`src/rtl/gradient_magnitude_seq.sv`:
```
// Sequential gradient magnitude: |(gx,gy)| as floor L2 (bit-serial root) or L1, saturated to OUT_W bits.
// Optional GRAD_THRESH_EN adds thresh input and edge_hit output (edge is a reserved word).
module gradient_magnitude_seq #(
    parameter int unsigned IN_W   = 11,
    parameter int unsigned OUT_W  = 8,
    parameter int unsigned USE_L1 = 0
) (
    input  logic                   clk,
    input  logic                   rst,
    input  logic                   in_valid,
    output logic                   in_ready,
    input  logic signed [IN_W-1:0] gx,
    input  logic signed [IN_W-1:0] gy,
    output logic                   out_valid,
    input  logic                   out_ready,
    output logic [OUT_W-1:0]       g,
`ifdef GRAD_THRESH_EN
    input  logic [OUT_W-1:0]       thresh,
    output logic                   edge_hit,
`endif
    output logic                   busy
);

    localparam int unsigned SQ_W  = 2 * IN_W;
    localparam int unsigned R_W   = IN_W;
    localparam int unsigned REM_W = R_W + 3;
    localparam int unsigned RES_W = R_W + 1;
    localparam int unsigned CNT_W = (IN_W > 1) ? $clog2(IN_W) : 1;
    localparam int unsigned G_MAX = (1 << OUT_W) - 1;

    localparam logic [1:0] IDLE   = 2'd0;
    localparam logic [1:0] SQUARE = 2'd1;
    localparam logic [1:0] ROOT   = 2'd2;
    localparam logic [1:0] DONE   = 2'd3;

    logic [1:0]       state_q, state_nx;
    logic [CNT_W-1:0] cnt_q, cnt_nx;
    logic [IN_W-1:0]  ax_q, ax_nx, ay_q, ay_nx;
    logic [SQ_W-1:0]  sq_q, sq_nx;
    logic [REM_W-1:0] rem_q, rem_nx;
    logic [R_W-1:0]   root_q, root_nx;
    logic [RES_W-1:0] res_q, res_nx;
    logic             in_ready_nx, out_valid_nx, busy_nx;
    logic [OUT_W-1:0] g_nx;

    logic [IN_W-1:0]  ax_c, ay_c;
    logic [REM_W-1:0] rem_sh_c, trial_c;
    logic [OUT_W-1:0] g_sat_c;

`ifdef GRAD_THRESH_EN
    logic [OUT_W-1:0] thresh_q, thresh_nx;
    logic             edge_nx;
`endif

    // Magnitude of the most negative input fits unsigned IN_W bits without overflow.
    assign ax_c = gx[IN_W-1] ? IN_W'(~gx + IN_W'(1)) : IN_W'(gx);
    assign ay_c = gy[IN_W-1] ? IN_W'(~gy + IN_W'(1)) : IN_W'(gy);

    assign rem_sh_c = {rem_q[REM_W-3:0], sq_q[SQ_W-1 -: 2]};
    assign trial_c  = REM_W'({root_q, 2'b01});
    assign g_sat_c  = (res_q > RES_W'(G_MAX)) ? OUT_W'(G_MAX) : OUT_W'(res_q);

    // State and all registered outputs.
    always_ff @(posedge clk) begin
        if (rst) begin
            state_q   <= IDLE;
            cnt_q     <= '0;
            ax_q      <= '0;
            ay_q      <= '0;
            sq_q      <= '0;
            rem_q     <= '0;
            root_q    <= '0;
            res_q     <= '0;
            in_ready  <= 1'b0;
            out_valid <= 1'b0;
            g         <= '0;
            busy      <= 1'b0;
`ifdef GRAD_THRESH_EN
            thresh_q  <= '0;
            edge_hit  <= 1'b0;
`endif
        end else begin
            state_q   <= state_nx;
            cnt_q     <= cnt_nx;
            ax_q      <= ax_nx;
            ay_q      <= ay_nx;
            sq_q      <= sq_nx;
            rem_q     <= rem_nx;
            root_q    <= root_nx;
            res_q     <= res_nx;
            in_ready  <= in_ready_nx;
            out_valid <= out_valid_nx;
            g         <= g_nx;
            busy      <= busy_nx;
`ifdef GRAD_THRESH_EN
            thresh_q  <= thresh_nx;
            edge_hit  <= edge_nx;
`endif
        end
    end

    // Next state, datapath and outputs.
    always_comb begin
        state_nx     = state_q;
        cnt_nx       = cnt_q;
        ax_nx        = ax_q;
        ay_nx        = ay_q;
        sq_nx        = sq_q;
        rem_nx       = rem_q;
        root_nx      = root_q;
        res_nx       = res_q;
        out_valid_nx = 1'b0;
        g_nx         = g;
`ifdef GRAD_THRESH_EN
        thresh_nx    = thresh_q;
        edge_nx      = edge_hit;
`endif

        case (state_q)
            IDLE: begin
                if (in_valid && in_ready) begin
                    ax_nx    = ax_c;
                    ay_nx    = ay_c;
`ifdef GRAD_THRESH_EN
                    thresh_nx = thresh;
`endif
                    state_nx = SQUARE;
                end
            end
            SQUARE: begin
                if (USE_L1 != 0) begin
                    res_nx   = RES_W'(ax_q) + RES_W'(ay_q);
                    state_nx = DONE;
                end else begin
                    sq_nx    = SQ_W'(ax_q) * SQ_W'(ax_q) + SQ_W'(ay_q) * SQ_W'(ay_q);
                    rem_nx   = '0;
                    root_nx  = '0;
                    cnt_nx   = CNT_W'(IN_W - 1);
                    state_nx = ROOT;
                end
            end
            ROOT: begin
                // One restoring step: bring down two radicand bits, try root*4+1.
                sq_nx = sq_q << 2;
                if (rem_sh_c >= trial_c) begin
                    rem_nx  = rem_sh_c - trial_c;
                    root_nx = {root_q[R_W-2:0], 1'b1};
                end else begin
                    rem_nx  = rem_sh_c;
                    root_nx = {root_q[R_W-2:0], 1'b0};
                end
                if (cnt_q == '0) begin
                    res_nx   = RES_W'(root_nx);
                    state_nx = DONE;
                end else begin
                    cnt_nx = cnt_q - CNT_W'(1);
                end
            end
            DONE: begin
                if (out_valid && out_ready) begin
                    state_nx = IDLE;
                end else begin
                    out_valid_nx = 1'b1;
                    g_nx         = g_sat_c;
`ifdef GRAD_THRESH_EN
                    edge_nx      = (g_sat_c >= thresh_q);
`endif
                end
            end
            default: state_nx = IDLE;
        endcase

        in_ready_nx = (state_nx == IDLE);
        busy_nx     = (state_nx != IDLE);
    end

endmodule
```
`config.mk`:
```
export PLATFORM = sky130hd
export DESIGN_NAME = gradient_magnitude_seq
export DESIGN_NICKNAME = d
export VERILOG_FILES = /design/src/rtl/gradient_magnitude_seq.sv
export SDC_FILE = /design/constraint.sdc
export NUM_CORES = 1
export LEC_CHECK = 0
export ABC_AREA = 1
export BUFFER_PORTS_ARGS = -buffer_cell sky130_fd_sc_hd__buf_2
export CORE_MARGIN = 5
export CORE_UTILIZATION = 60
export CTS_BUF_LIST = sky130_fd_sc_hd__clkbuf_8
export DETAILED_ROUTE_END_ITERATION = 8
export PLACE_DENSITY = 0.77
export SYNTH_ARGS = -nofsm -noshare
export SYNTH_HDL_FRONTEND = slang
export SYNTH_SLANG_ARGS = --single-unit
```
`constraint.sdc`:
```
create_clock -name clk -period 5.2 [get_ports clk]
set_input_delay 0.26 -clock clk [delete_from_list [all_inputs] [get_ports clk]]
set_output_delay 0.26 -clock clk [all_outputs]
set_load 0.01 [all_outputs]
```
# After elaboration in Yosys (flattened, before gate mapping)

Cells that the tools add are included.

Word-level logic and storage cells: 56
Bits in latches: 0
Output and inout port bits: 11
Memory bits (read-only): 0
Memories: 0
Input port bits: 26
Bits in writable memories: 0
Register bits: 95

Order comparisons: 2
Shifts and indexed selects: 0
Mux-type cells: 15
Bitwise gates (word level): 4
Reduce and logical (&&, ||, !) cells: 12
Equal/unequal tests: 4
Multipliers: 2
Add/sub/neg operators: 5
Div/mod/pow operators: 0

Operators with widths:

| cell                                                 | count |
|---|---|
| multiplier 11 x 11 -> 22 bit                         | 2 |
| one-hot mux 22 bit (2 select lines)                  | 1 |
| one-hot mux 12 bit (2 select lines)                  | 1 |
| adder 11 x 2 -> 11 bit (second input constant)       | 2 |
| adder 22 bit                                         | 1 |
| two-way mux 11 bit                                   | 2 |
| inverter 11 bit                                      | 2 |
| one-hot mux 11 bit (2 select lines)                  | 1 |
| >= comparator 14 x 13 -> 1 bit                       | 1 |
| two-way mux 12 bit                                   | 1 |
| subtractor 12 bit                                    | 1 |
| > comparator 11 x 8 -> 1 bit (second input constant) | 1 |
| two-way mux 8 bit                                    | 1 |
| one-hot mux 2 bit (4 select lines)                   | 1 |
| one-hot mux 4 bit (2 select lines)                   | 1 |
| AND reduction 2 bit                                  | 4 |
| two-way mux 2 bit                                    | 3 |
| == test 2 bit (second input constant)                | 2 |
| zero test 2 bit                                      | 2 |
| zero test 4 bit                                      | 1 |
| two-way mux 4 bit                                    | 1 |
| nonzero test 2 bit                                   | 2 |
| subtractor 4 x 1 -> 4 bit (second input constant)    | 1 |
| == test 2 x 1 -> 1 bit (second input constant)       | 1 |
| 5 further kinds                                      | 8 |

# Logic depth before layout (Yosys ltp)

Gate-level depths: netlist of the first run.

Depth in word-level cells: 4
Gate-level depth with buffers: 27
Depth with buffers taken out: 26

# Worst setup path after synthesis of the first run

Ideal clock, no wire load.

Kind: flip-flop to flip-flop
From: reg ay_q[2]
To: reg sq_q[12]
Path buffers: 1
Setup time: 0.132 ns
Stages on the path, launching flop included: 23
Arrival time: 5.643 ns
Clock period less this slack: 5.775 ns
Data required time: 5.068 ns
Setup slack: -0.575 ns
Cell sequence: dfxtp_1 > clkbuf_1 > nand2_1 > fa_1 > inv_1 > fa_1 > inv_1 > fa_1 > inv_1 > fa_1 > fa_1 > fa_1 > inv_1 > fa_1 > inv_1 > ha_1 > nand2_1 > nand2_1 > a21oi_1 > nand3_1 > or2_2 > nand3_1 > a21oi_1

Word-level cells in the longest chain between the ends: 3

RTL lines:

| what                                | RTL line | RTL |
|---|---|---|
| start: declaration                  | 38       | `logic [IN_W-1:0] ax_q, ax_nx, ay_q, ay_nx;` |
| start signal: assignment            | 86       | `ay_q <= ay_nx;` |
| multiplier 11 x 11 -> 22 bit        | 135      | `sq_nx = SQ_W'(ax_q) * SQ_W'(ax_q) + SQ_W'(ay_q) * SQ_W'(ay_q);` |
| adder 22 bit                        | 135      |  |
| one-hot mux 22 bit (2 select lines) | 119      | `case (state_q)` |
| end signal: assignment              | 87       | `sq_q <= sq_nx;` |
| end: declaration                    | 39       | `logic [SQ_W-1:0] sq_q, sq_nx;` |

Every way passes these cells.
A chain may end at the register's enable or synchronous reset.

# Worst setup path after layout of the first run

From: reg ax_q[9]
To: reg sq_q[19]

Word-level cells in the longest chain between the ends: 3

RTL lines:

| what                                | RTL line | RTL |
|---|---|---|
| start: declaration                  | 38       |  |
| start signal: assignment            | 85       | `ax_q <= ax_nx;` |
| multiplier 11 x 11 -> 22 bit        | 135      |  |
| adder 22 bit                        | 135      |  |
| one-hot mux 22 bit (2 select lines) | 119      |  |

Every way passes these cells.

==> flow_metrics.py, run 1 <==
metrics = {
    "status": {
        "outcome": "complete, but fails checks",
        "violations": "negative setup slack",
    },
    "sta": {
        "tns_ps": -3640,
        "finalMaxSlewViolations": 0,
        "max_slew.worst_pin.slew_ps": 1050,
        "finalSetupViolCount": 15,
        "fin_crit_ps": 5530,
        "layout_setup_ws_ps": -333,
        "skew_ps": 8.80,
        "fin_hold_ws_ps": 143,
        "relSlewSlack_pct": 29.3,
        "finalHoldViolCount": 0,
        "period_share_pct": 106,
        "fmax_mhz": 181,
        "rsz0062_at_grt": "true",
    },
    "synthesis": {
        "synth.distinct_cells": 41,
        "syn_inst": 1639,
        "ys_ff_latch": 95,
        "synthesis.area_um2": 12100,
        "yosysWarnings": 0,
        "synth_edf_count": 0,
        "synthFlopType": "dfxtp_1",
        "syn_nets": 1948,
        "synth_top_area_share_pct": 26.6,
        "yosysTopAreaCell": "fa_1",
        "synthArstFlopShare_pct": 0,
        "synth-seq-area-share_pct": 15.7,
        "synthTopCellsByArea": "fa_1 (27%), dfxtp_1 (16%), inv_1 (14%)",
        "syn_avg_cell_area_um2": 7.40,
    },
    "placement": {
        "dp_hpwl_um": 22000,
        "place_ws_ps": -438,
        "globalplace.congestion": 0.929,
        "postPlaceCellArea_um2": 13400,
        "place_inst": 1993,
        "port_buffers": 36,
    },
    "critical_path": {
        "crit_family": "adder cells",
        "reg2reg_depth": 25,
        "timing.rr.start": "ax_q[9]",
        "arrival_ps": 5800,
        "slowest_stage": "fa_1",
        "required_ps": 5460,
        "path_buf_inv": 7,
        "path_common_cell": "fa_1",
        "cpPeakStageDelay_ps": 530,
        "crit_path_end_kind": "flip-flop",
        "critPathLaunchType": "flip-flop",
        "reg2reg_to": "sq_q[19]",
        "worst-r2r-setup-slack_ps": -330,
        "worstSetupPathType": "flip-flop to flip-flop",
        "path_max_fanout": 4,
    },
    "finish": {
        "finalNonFillerCells": 2032,
        "fin_area_um2": 14500,
        "layout.nets": 2066,
        "drive_above_1_share_pct": 21.7,
        "area_delta_synth_final_pct": 19.2,
        "n_antenna_cell": 0,
    },
    "cts": {
        "clk_pin_slew_ps": 110,
        "tritoncts": "yes",
        "cts_root_buf": "clkbuf_8",
        "htreeDepth": 3,
        "cts.sinks": 95,
        "ctsHoldBuffers": 0,
        "insertion_delay_ps": 400,
        "cts_inserted_buffers": 9,
        "cts_max_path_buffers": 2,
    },
    "floorplanning": {
        "fp.dieH_um": 152,
        "pin_count": 37,
        "initial_utilization_pct": 60.5,
        "core.rowCount": 52,
        "dieWidth_um": 152,
        "coreArea_um2": 20000,
        "die_area_um2": 23200,
    },
    "global_routing": {
        "grt_usage_pct": 25.0,
        "antenna_found_initial": 0,
        "grt.busiest_layer": "met2",
        "overflow": 0,
        "grt_pass1_vias": 10707,
        "grt_use_met3_pct": 2.53,
        "grt_max_degree": 57,
        "grt_use_met2_pct": 43.9,
        "grt_pass1_wl_um": 48700,
        "use_met1_pct": 33.0,
    },
    "detailed_routing": {
        "wl_per_cell_um": 14.2,
        "totalWireLength_um": 28900,
        "ant_nets": 0,
        "first_pass_iters": 7,
        "drc": 0,
        "dr.first_iter.drc_count": 777,
        "dr_total_vias": 10604,
        "routed_via_density": 5.22,
    },
    "hold_path": {
        "hold_depth": 3,
        "min_to": "ay_q[0]",
        "min-delay-start": "gy[0]",
        "min-delay-path-class": "input port to flip-flop",
    },
    "flow_run": {
        "drv_cap": 0,
    },
    "power_and_ir_drop": {
        "power.leakage_nw": 8.14,
        "power_density_nw_per_um2": 321,
        "vdd_drop_max_v": 0.000237,
    },
}
routing by layer:
| layer | part of all wire [%] | vias up |
|---|---|---|
| li1 | - | 5141 |
| met4 | 2.8 | 0 |
| met5 | 0 | - |
| met3 | 4.9 | 62 |
| met1 | 42 | 5106 |
| met2 | 51 | 295 |
Yosys cell counts, types with 3 or more instances:
| library cell | number |
|---|---|
| a21o_1 | 3 |
| a21oi_1 | 92 |
| a31oi_1 | 15 |
| and2_1 | 3 |
| buf_2 | 8 |
| clkbuf_1 | 44 |
| dfxtp_1 | 95 |
| fa_1 | 161 |
| ha_1 | 122 |
| inv_1 | 456 |
| inv_2 | 5 |
| nand2_1 | 342 |
| nand2_2 | 5 |
| nand3_1 | 61 |
| nand3b_1 | 3 |
| nand4_1 | 18 |
| nor2_1 | 61 |
| nor3_1 | 9 |
| o21ai_0 | 54 |
| o21ai_1 | 5 |
| o221ai_1 | 5 |
| o22ai_1 | 10 |
| o31ai_1 | 3 |
| or2_2 | 7 |
| xnor2_1 | 10 |
| xor2_1 | 21 |
registers in the layout, indices dropped and copies added, names as in the netlist:
register,flops
state_q,2
sq_q,22
out_valid,1
root_q,11
in_ready,1
cnt_q,4
ay_q,11
busy,1
rem_q,12
ax_q,11
g,8
res_q,11
cells by family (layout without fill, tap and decap cells):
| family | Yosys count | after routing | share of synthesized area (%) |
|---|---|---|---|
| adder cells (fa/ha/maj) | 283 | 283 | 39.2 |
| flip-flops | 95 | 95 | 15.7 |
| AO/OA/AOI/OAI | 197 | 197 | 8.95 |
| XOR/XNOR | 31 | 31 | 2.24 |
| AND/OR/NAND/NOR | 516 | 516 | 17.8 |
| buffers and inverters | 517 | 640 | 16.2 |
worst min-delay path: stages:
cell and delay (ps):
buf_2 70, inv_1 60, a21oi_1 110
power by group:
part / switching (mW) / internal (mW) / total, mW
logic: 1.77 / 1.28 / 3.05
clock network: 0.326 / 0.239 / 0.565
registers: 0.149 / 0.879 / 1.03
total: 2.24 / 2.40 / 4.64
repair_timing:
item / in CTS / in global routing
pin swaps: 41 / 61
gates cloned: 0 / 0
setup endpoints to repair: 16 / 17
gates resized for setup: 82 / 96
buffers inserted: 11 / 12
per-stage QoR:
stage	util, %	total power [mW]
after floorplan	-	2.94
after detailed placement	67.1	3.70
final	72.2	4.64
after global placement	67.1	3.62
after global routing	72.2	5.05
after CTS	69.8	4.41
placed cells by master, fill, tap and decap left out, types with 4 or more instances in the layout:
cell      Yosys  layout
o221ai_1      5       5
o22ai_1      10      10
nand3_4       0       7
xor2_1       21      21
inv_1       456     420
a21oi_4       0       4
nand2_1     342     284
fa_1        161     157
a31oi_1      15      15
o21ai_0      54      52
fa_2          0       4
ha_1        122     104
nor3_1        9       8
ha_4          0      15
nor2_4        1       4
o21ai_1       5       5
a21oi_2       2      11
buf_2         8      36
inv_2         5      41
nand2_2       5      42
nand2_4       0      21
buf_4         0     109
buf_6         2      15
nand3_1      61      48
nor2_2        1       6
nand4_1      18      18
nor2_1       61      53
clkbuf_8      0       9
or2_2         7       5
a21oi_1      92      79
xnor2_1      10       8
dfxtp_1      95      74
dfxtp_4       0      18
nand3_2       2       8
cell type report:
cell class	count	area, µm²
clock inverters	7	97.6
well taps	270	338
multi-input cells	1027	9000
clock buffers	9	124
inverters	463	1740
flip-flops and latches	95	1970
repair buffers	161	1190
fillers	1538	5580
worst max path at each step:
stage | startpoint | endpoint | slack, ps | cells past startpoint
4_1_cts | ax_q[8] | sq_q[21] | -240 | 23
2_1_floorplan | ax_q[7] | sq_q[11] | -90 | 23
6_report | ax_q[9] | sq_q[19] | -330 | 25
3_3_place_gp | ax_q[5] | sq_q[12] | -330 | 23
5_1_grt | ax_q[9] | sq_q[18] | -540 | 24
3_5_place_dp | ax_q[2] | sq_q[21] | -440 | 23
Power figures use the tool's default switching activity.
==> run 2: changes to the inputs <==
CORE_UTILIZATION = 65   (was 60)
CTS_CLUSTER_SIZE = 14   (was unset)
PLACE_DENSITY = 0.8   (was 0.77)
REMOVE_ABC_BUFFERS = 1   (was unset)
clock period = 6.7 ns   (was 5.2 ns; I/O delays follow)
==> run 2 against run 1 <==
The flow now finishes without violations. Sequential share of layout area is 1.5 points higher. Largest power group unchanged. Cell area fell by 13%. Hold slack improved by 73 ps. Highest routed layer unchanged.
==> flow_metrics.py, run 2 (synthesis gave the netlist of run 1 again) <==
metrics = {
    "finish": {
        "regMostFlops": "sq_q",
        "final_cell_mix": "inv_1 (456), nand2_1 (342), fa_1 (161), ha_1 (122), dfxtp_1 (95)",
        "reg.largest.list": "sq_q (22), rem_q (12)",
        "layout.nets": 1944,
        "fin_area_um2": 12600,
        "drive_above_1_share_pct": 4.94,
        "final_common_cell": "inv_1",
        "largest_reg_flops": 22,
        "finalNonFillerCells": 1874,
        "n_antenna_cell": 0,
        "n_fill_cell": 1625,
        "area_delta_synth_final_pct": 3.85,
        "regArea_um2": 1900,
        "multi_input_area_um2": 8260,
    },
    "critical_path": {
        "worstSetupPathType": "flip-flop to flip-flop",
        "cp_cell_sequence": "nand2_1, fa_1, inv_1, fa_1, inv_1, fa_1, inv_1, fa_1, fa_1, fa_1, inv_1, fa_1, inv_1, ha_1, nand2_1, inv_1, a21oi_1, nand3_1, or2_2, nand3_1, a21oi_1",
        "crit_family": "adder cells",
        "crit_path_end_kind": "flip-flop",
        "critPathLaunchType": "flip-flop",
        "cpPeakStageDelay_ps": 730,
        "crit_cells": 21,
        "reg2reg_depth": 21,
        "slowest_stage": "dfxtp_1",
        "path_common_cell": "fa_1",
        "timing.rr.start": "ax_q[1]",
        "path_buf_inv": 6,
        "startpoint": "ax_q[1]",
        "path_max_fanout": 13,
        "required_ps": 6940,
        "arrival_ps": 6560,
    },
    "detailed_routing": {
        "drc": 0,
        "dr.first_iter.drc_count": 734,
        "totalWireLength_um": 26300,
        "ant_nets": 0,
        "routed_via_density": 5.31,
        "dr_total_vias": 9945,
        "wl_per_cell_um": 14.0,
        "first_pass_iters": 7,
    },
    "sta": {
        "fmax_mhz": 158,
        "fin_crit_ps": 6320,
        "period_share_pct": 94.4,
        "max_slew.worst_pin.slew_ps": 1140,
        "tns_ps": 0,
        "layout_setup_ws_ps": 377,
        "finalHoldViolCount": 0,
        "skew_ps": 21.8,
        "finalSetupViolCount": 0,
        "rsz0062_at_grt": "false",
        "relSlewSlack_pct": 24.1,
        "finalMaxSlewViolations": 0,
    },
    "cts": {
        "insertion_delay_ps": 400,
        "cts_inserted_buffers": 9,
        "ctsHoldBuffers": 0,
        "clk_pin_slew_ps": 120,
        "cts_root_buf": "clkbuf_8",
        "cts_setup_buffers": 0,
        "htreeDepth": 3,
        "cts.sinks": 95,
        "cts_resized": 0,
        "cts_max_path_buffers": 2,
        "tritoncts": "yes",
    },
    "power_and_ir_drop": {
        "internal_power_mw": 1.39,
        "seqPwrFrac_pct": 29.2,
        "pwr-share-clk_pct": 14.2,
        "switching_share_pct": 50.9,
        "power_density_nw_per_um2": 226,
        "vdd_drop_max_v": 0.000190,
        "power.leakage_nw": 7.28,
        "netSwitchingPower_mw": 1.45,
        "combPwrFrac_pct": 56.6,
    },
    "floorplanning": {
        "coreArea_um2": 18500,
        "dieWidth_um": 147,
        "pin_count": 37,
        "die_area_um2": 21500,
        "fp.dieH_um": 147,
        "initial_utilization_pct": 65.5,
        "core.rowCount": 50,
    },
    "placement": {
        "dp_hpwl_um": 21500,
        "place_inst": 1858,
        "port_buffers": 36,
        "globalplace.congestion": 0.925,
        "place_ws_ps": 420,
        "postPlaceCellArea_um2": 12400,
    },
    "global_routing": {
        "antenna_found_initial": 0,
        "grt_pass1_wl_um": 46100,
        "grt_max_degree": 57,
        "grt_usage_pct": 25.9,
        "grt_pass1_vias": 9962,
        "overflow": 0,
    },
    "hold_path": {
        "min-delay-start": "gx[8]",
        "hold_depth": 4,
        "min-delay-path-class": "input port to flip-flop",
    },
    "status": {
        "outcome": "finished clean",
    },
    "flow_run": {
        "drv_cap": 0,
    },
}
[run 2: cell types whose count changed in the layout (fill, tap and decap cells not counted), moves of 15 or more]
| cell | before | now |
|---|---|---|
| buf_4 | 109 | 3 |
| nand2_1 | 284 | 342 |
| nand2_2 | 42 | 5 |
| inv_1 | 420 | 456 |
| inv_2 | 41 | 5 |
| dfxtp_1 | 74 | 95 |
| nand2_4 | 21 | 0 |
| dfxtp_4 | 18 | 0 |
| ha_1 | 104 | 122 |
| buf_6 | 15 | 0 |
| ha_4 | 15 | 0 |
[run 2: final timing paths]
path              end  slack (ps)
min reg2reg  res_q[5]         470
min           ax_q[8]         220
max reg2reg  sq_q[12]         380
max          sq_q[12]         380
[run 2: layout make-up]
class                      count  share of cell area (%)
inverter                     463                    13.8
sequential                    95                    15.1
clock buffer                   9                   0.983
timing repair buffer          39                    1.61
clock inverter                 7                   0.596
tap                          234                    2.32
multi-input combinational   1027                    65.6
[run 2: power by group through the flow]
stage / Combinational [mW] / Clock [mW] / Sequential, mW
after detailed placement: 1.61 / 0 / 0.840
after global placement: 1.56 / 0 / 0.835
after CTS: 1.62 / 0.406 / 0.827
after floorplan: 1.22 / 0 / 0.784
after global routing: 1.89 / 0.429 / 0.849
final: 1.61 / 0.404 / 0.831
[run 2: per-stage QoR]
stage,hold WS (ps),total power [mW],util [%]
CTS,217,2.85,68.0
global placement,446,2.40,67.0
global route,233,3.17,68.0
floorplan,404,2.01,-
finish,216,2.84,68.0
detailed placement,452,2.45,67.0
[run 2: worst reg2reg max path, cell delays in order, from the launching register on]
cell and delay (ps):
dfxtp_1 730, nand2_1 170, fa_1 620, inv_1 80
fa_1 500, inv_1 50, fa_1 470, inv_1 50
fa_1 510, fa_1 440, fa_1 550, inv_1 70
fa_1 530, inv_1 40, ha_1 350, nand2_1 180
inv_1 60, a21oi_1 140, nand3_1 190, or2_2 330
nand3_1 70, a21oi_1 60
[run 2: layer usage]
metal / vias to the layer above / global-route usage (%) / part of all wire, %
li1: 4899 / - / -
met4: 0 / 8.09 / 2.7
met3: 51 / 3.17 / 5.0
met5: - / 0 / 0
met2: 253 / 42.5 / 47
met1: 4742 / 36.1 / 45
==> run 3: changes to the inputs <==
==> constraint.sdc (replaced) <==
create_clock -name clk -period 6.7 [get_ports clk]
set_input_delay 0 -clock clk [delete_from_list [all_inputs] [get_ports clk]]
set_output_delay 0 -clock clk [all_outputs]
set_load 0.01 [all_outputs]
==> run 3 against run 2 <==
Hold slack got worse by 180 ps. Clock-buffer cell count unchanged. Via count increased by 0.83%. Cell count increased by 1.0%. Non-clock buffer count increased by 19. Largest cell class unchanged. Die area unchanged.
==> flow_metrics.py, run 3 (synthesis gave the netlist of run 1 again) <==
metrics = {
    "global_routing": {
        "antenna_found_initial": 0,
        "overflow": 0,
        "grt_usage_pct": 26.3,
        "grt_max_degree": 57,
        "grt_pass1_wl_um": 46700,
        "grt_pass1_vias": 10076,
    },
    "detailed_routing": {
        "wl_met3_um": 1160,
        "totalWireLength_um": 26700,
        "routed.top_layer": "met4",
        "wl_met1_um": 12000,
        "routed_via_density": 5.30,
        "dr_total_vias": 10028,
        "first_pass_iters": 5,
        "ant_nets": 0,
        "drc": 0,
        "dr.first_iter.drc_count": 731,
        "route.met2.wl_um": 12700,
        "wl_per_cell_um": 14.1,
    },
    "sta": {
        "max_slew.worst_pin.slew_ps": 1160,
        "finalHoldViolCount": 0,
        "tns_ps": 0,
        "relSlewSlack_pct": 22.7,
        "finalSetupViolCount": 0,
        "period_share_pct": 94.4,
        "skew_ps": 22.9,
        "fmax_mhz": 158,
        "fin_crit_ps": 6320,
        "rsz0062_at_grt": "false",
        "layout_setup_ws_ps": 375,
        "finalMaxSlewViolations": 0,
    },
    "placement": {
        "port_buffers": 36,
        "dp_hpwl_um": 21500,
        "globalplace.congestion": 0.925,
        "place_ws_ps": 420,
    },
    "floorplanning": {
        "core.rowCount": 50,
        "dieWidth_um": 147,
        "initial_utilization_pct": 65.5,
        "fp.dieH_um": 147,
        "coreArea_um2": 18500,
        "die_area_um2": 21500,
        "pin_count": 37,
    },
    "critical_path": {
        "critPathLaunchType": "flip-flop",
        "worstSetupPathType": "flip-flop to flip-flop",
        "arrival_ps": 6550,
        "required_ps": 6930,
        "path_max_fanout": 13,
        "crit_path_end_kind": "flip-flop",
    },
    "power_and_ir_drop": {
        "fin_total_pwr_mw": 2.85,
        "internal_power_mw": 1.40,
        "power_density_nw_per_um2": 223,
        "switching_share_pct": 50.9,
        "seqPwrFrac_pct": 29.1,
        "power.leakage_nw": 7.35,
        "pwr-share-clk_pct": 14.1,
        "vdd_drop_max_v": 0.000193,
        "netSwitchingPower_mw": 1.45,
        "combPwrFrac_pct": 56.8,
    },
    "finish": {
        "drive_above_1_share_pct": 4.88,
        "final_common_cell": "inv_1",
        "n_antenna_cell": 0,
        "reg.largest.list": "sq_q (22), rem_q (12)",
        "layout.nets": 1963,
        "area_delta_synth_final_pct": 5.42,
        "largest_reg_flops": 22,
        "post-route-util_pct": 69.1,
        "regMostFlops": "sq_q",
        "final_cell_mix": "inv_1 (456), nand2_1 (342), fa_1 (161), ha_1 (122), dfxtp_1 (95)",
    },
    "cts": {
        "cts.sinks": 95,
        "cts_root_buf": "clkbuf_8",
        "cts_max_path_buffers": 2,
        "clk_pin_slew_ps": 110,
        "insertion_delay_ps": 390,
        "htreeDepth": 3,
        "cts_setup_buffers": 0,
        "cts_resized": 0,
        "tritoncts": "yes",
        "cts_inserted_buffers": 9,
    },
    "flow_run": {
        "drv_cap": 0,
    },
    "status": {
        "outcome": "finished clean",
    },
    "hold_path": {
        "min-delay-path-class": "input port to flip-flop",
    },
}
## run 3: per-stage QoR
step                      std cells  instance area (µm²)  hold slack [ps]
after floorplan                1585                11900             69.1
after global placement         1858                12400              275
after detailed placement       1858                12400              289
after CTS                      1893                12800             14.6
after global routing           1893                12800             54.4
final                          1893                12800             31.8
## run 3: metal layers
layer | track usage, % | up-vias
li1 | - | 4934
met1 | 36.3 | 4797
met2 | 43.5 | 243
met3 | 3.13 | 54
met4 | 8.23 | 0
met5 | 0 | -
## run 3: worst paths after layout
| kind | start | end | slack (ps) | depth (start not counted) |
|---|---|---|---|---|
| worst min-delay path | gy[2] | ay_q[2] | 30 | 4 |
| worst max register to register | ax_q[1] | sq_q[12] | 380 | 21 |
| worst min register to register | res_q[5] | res_q[5] | 470 | 2 |
| worst max-delay path | ax_q[1] | sq_q[12] | 380 | 21 |
## run 3: critical path: stages, from the launching register on
cell and delay [ps]:
dfxtp_1 720, nand2_1 160, fa_1 620, inv_1 80
fa_1 500, inv_1 50, fa_1 470, inv_1 50
fa_1 510, fa_1 440, fa_1 550, inv_1 70
fa_1 530, inv_1 40, ha_1 350, nand2_1 180
inv_1 60, a21oi_1 140, nand3_1 190, or2_2 330
nand3_1 70, a21oi_1 60
## run 3: power groups by stage
stage	Combinational, mW	Sequential (mW)	Clock [mW]
2_1_floorplan	1.22	0.784	0
3_3_place_gp	1.56	0.835	0
3_5_place_dp	1.61	0.840	0
4_1_cts	1.63	0.827	0.406
5_1_grt	1.90	0.849	0.429
6_report	1.62	0.830	0.402
## run 3: timing repair
action / CTS / global route
setup endpoints to repair: 0 / 0
hold buffers: 19 / 0
hold endpoints to repair: 19 / 0
## run 3: layout make-up
type | count | area, µm²
Sequential cell | 95 | 1900
Inverter | 463 | 1740
Multi-Input combinational cell | 1027 | 8260
Fill cell | 1595 | 5730
Tap cell | 234 | 293
Clock buffer | 9 | 124
Clock inverter | 7 | 75.1
Timing Repair Buffer | 58 | 393
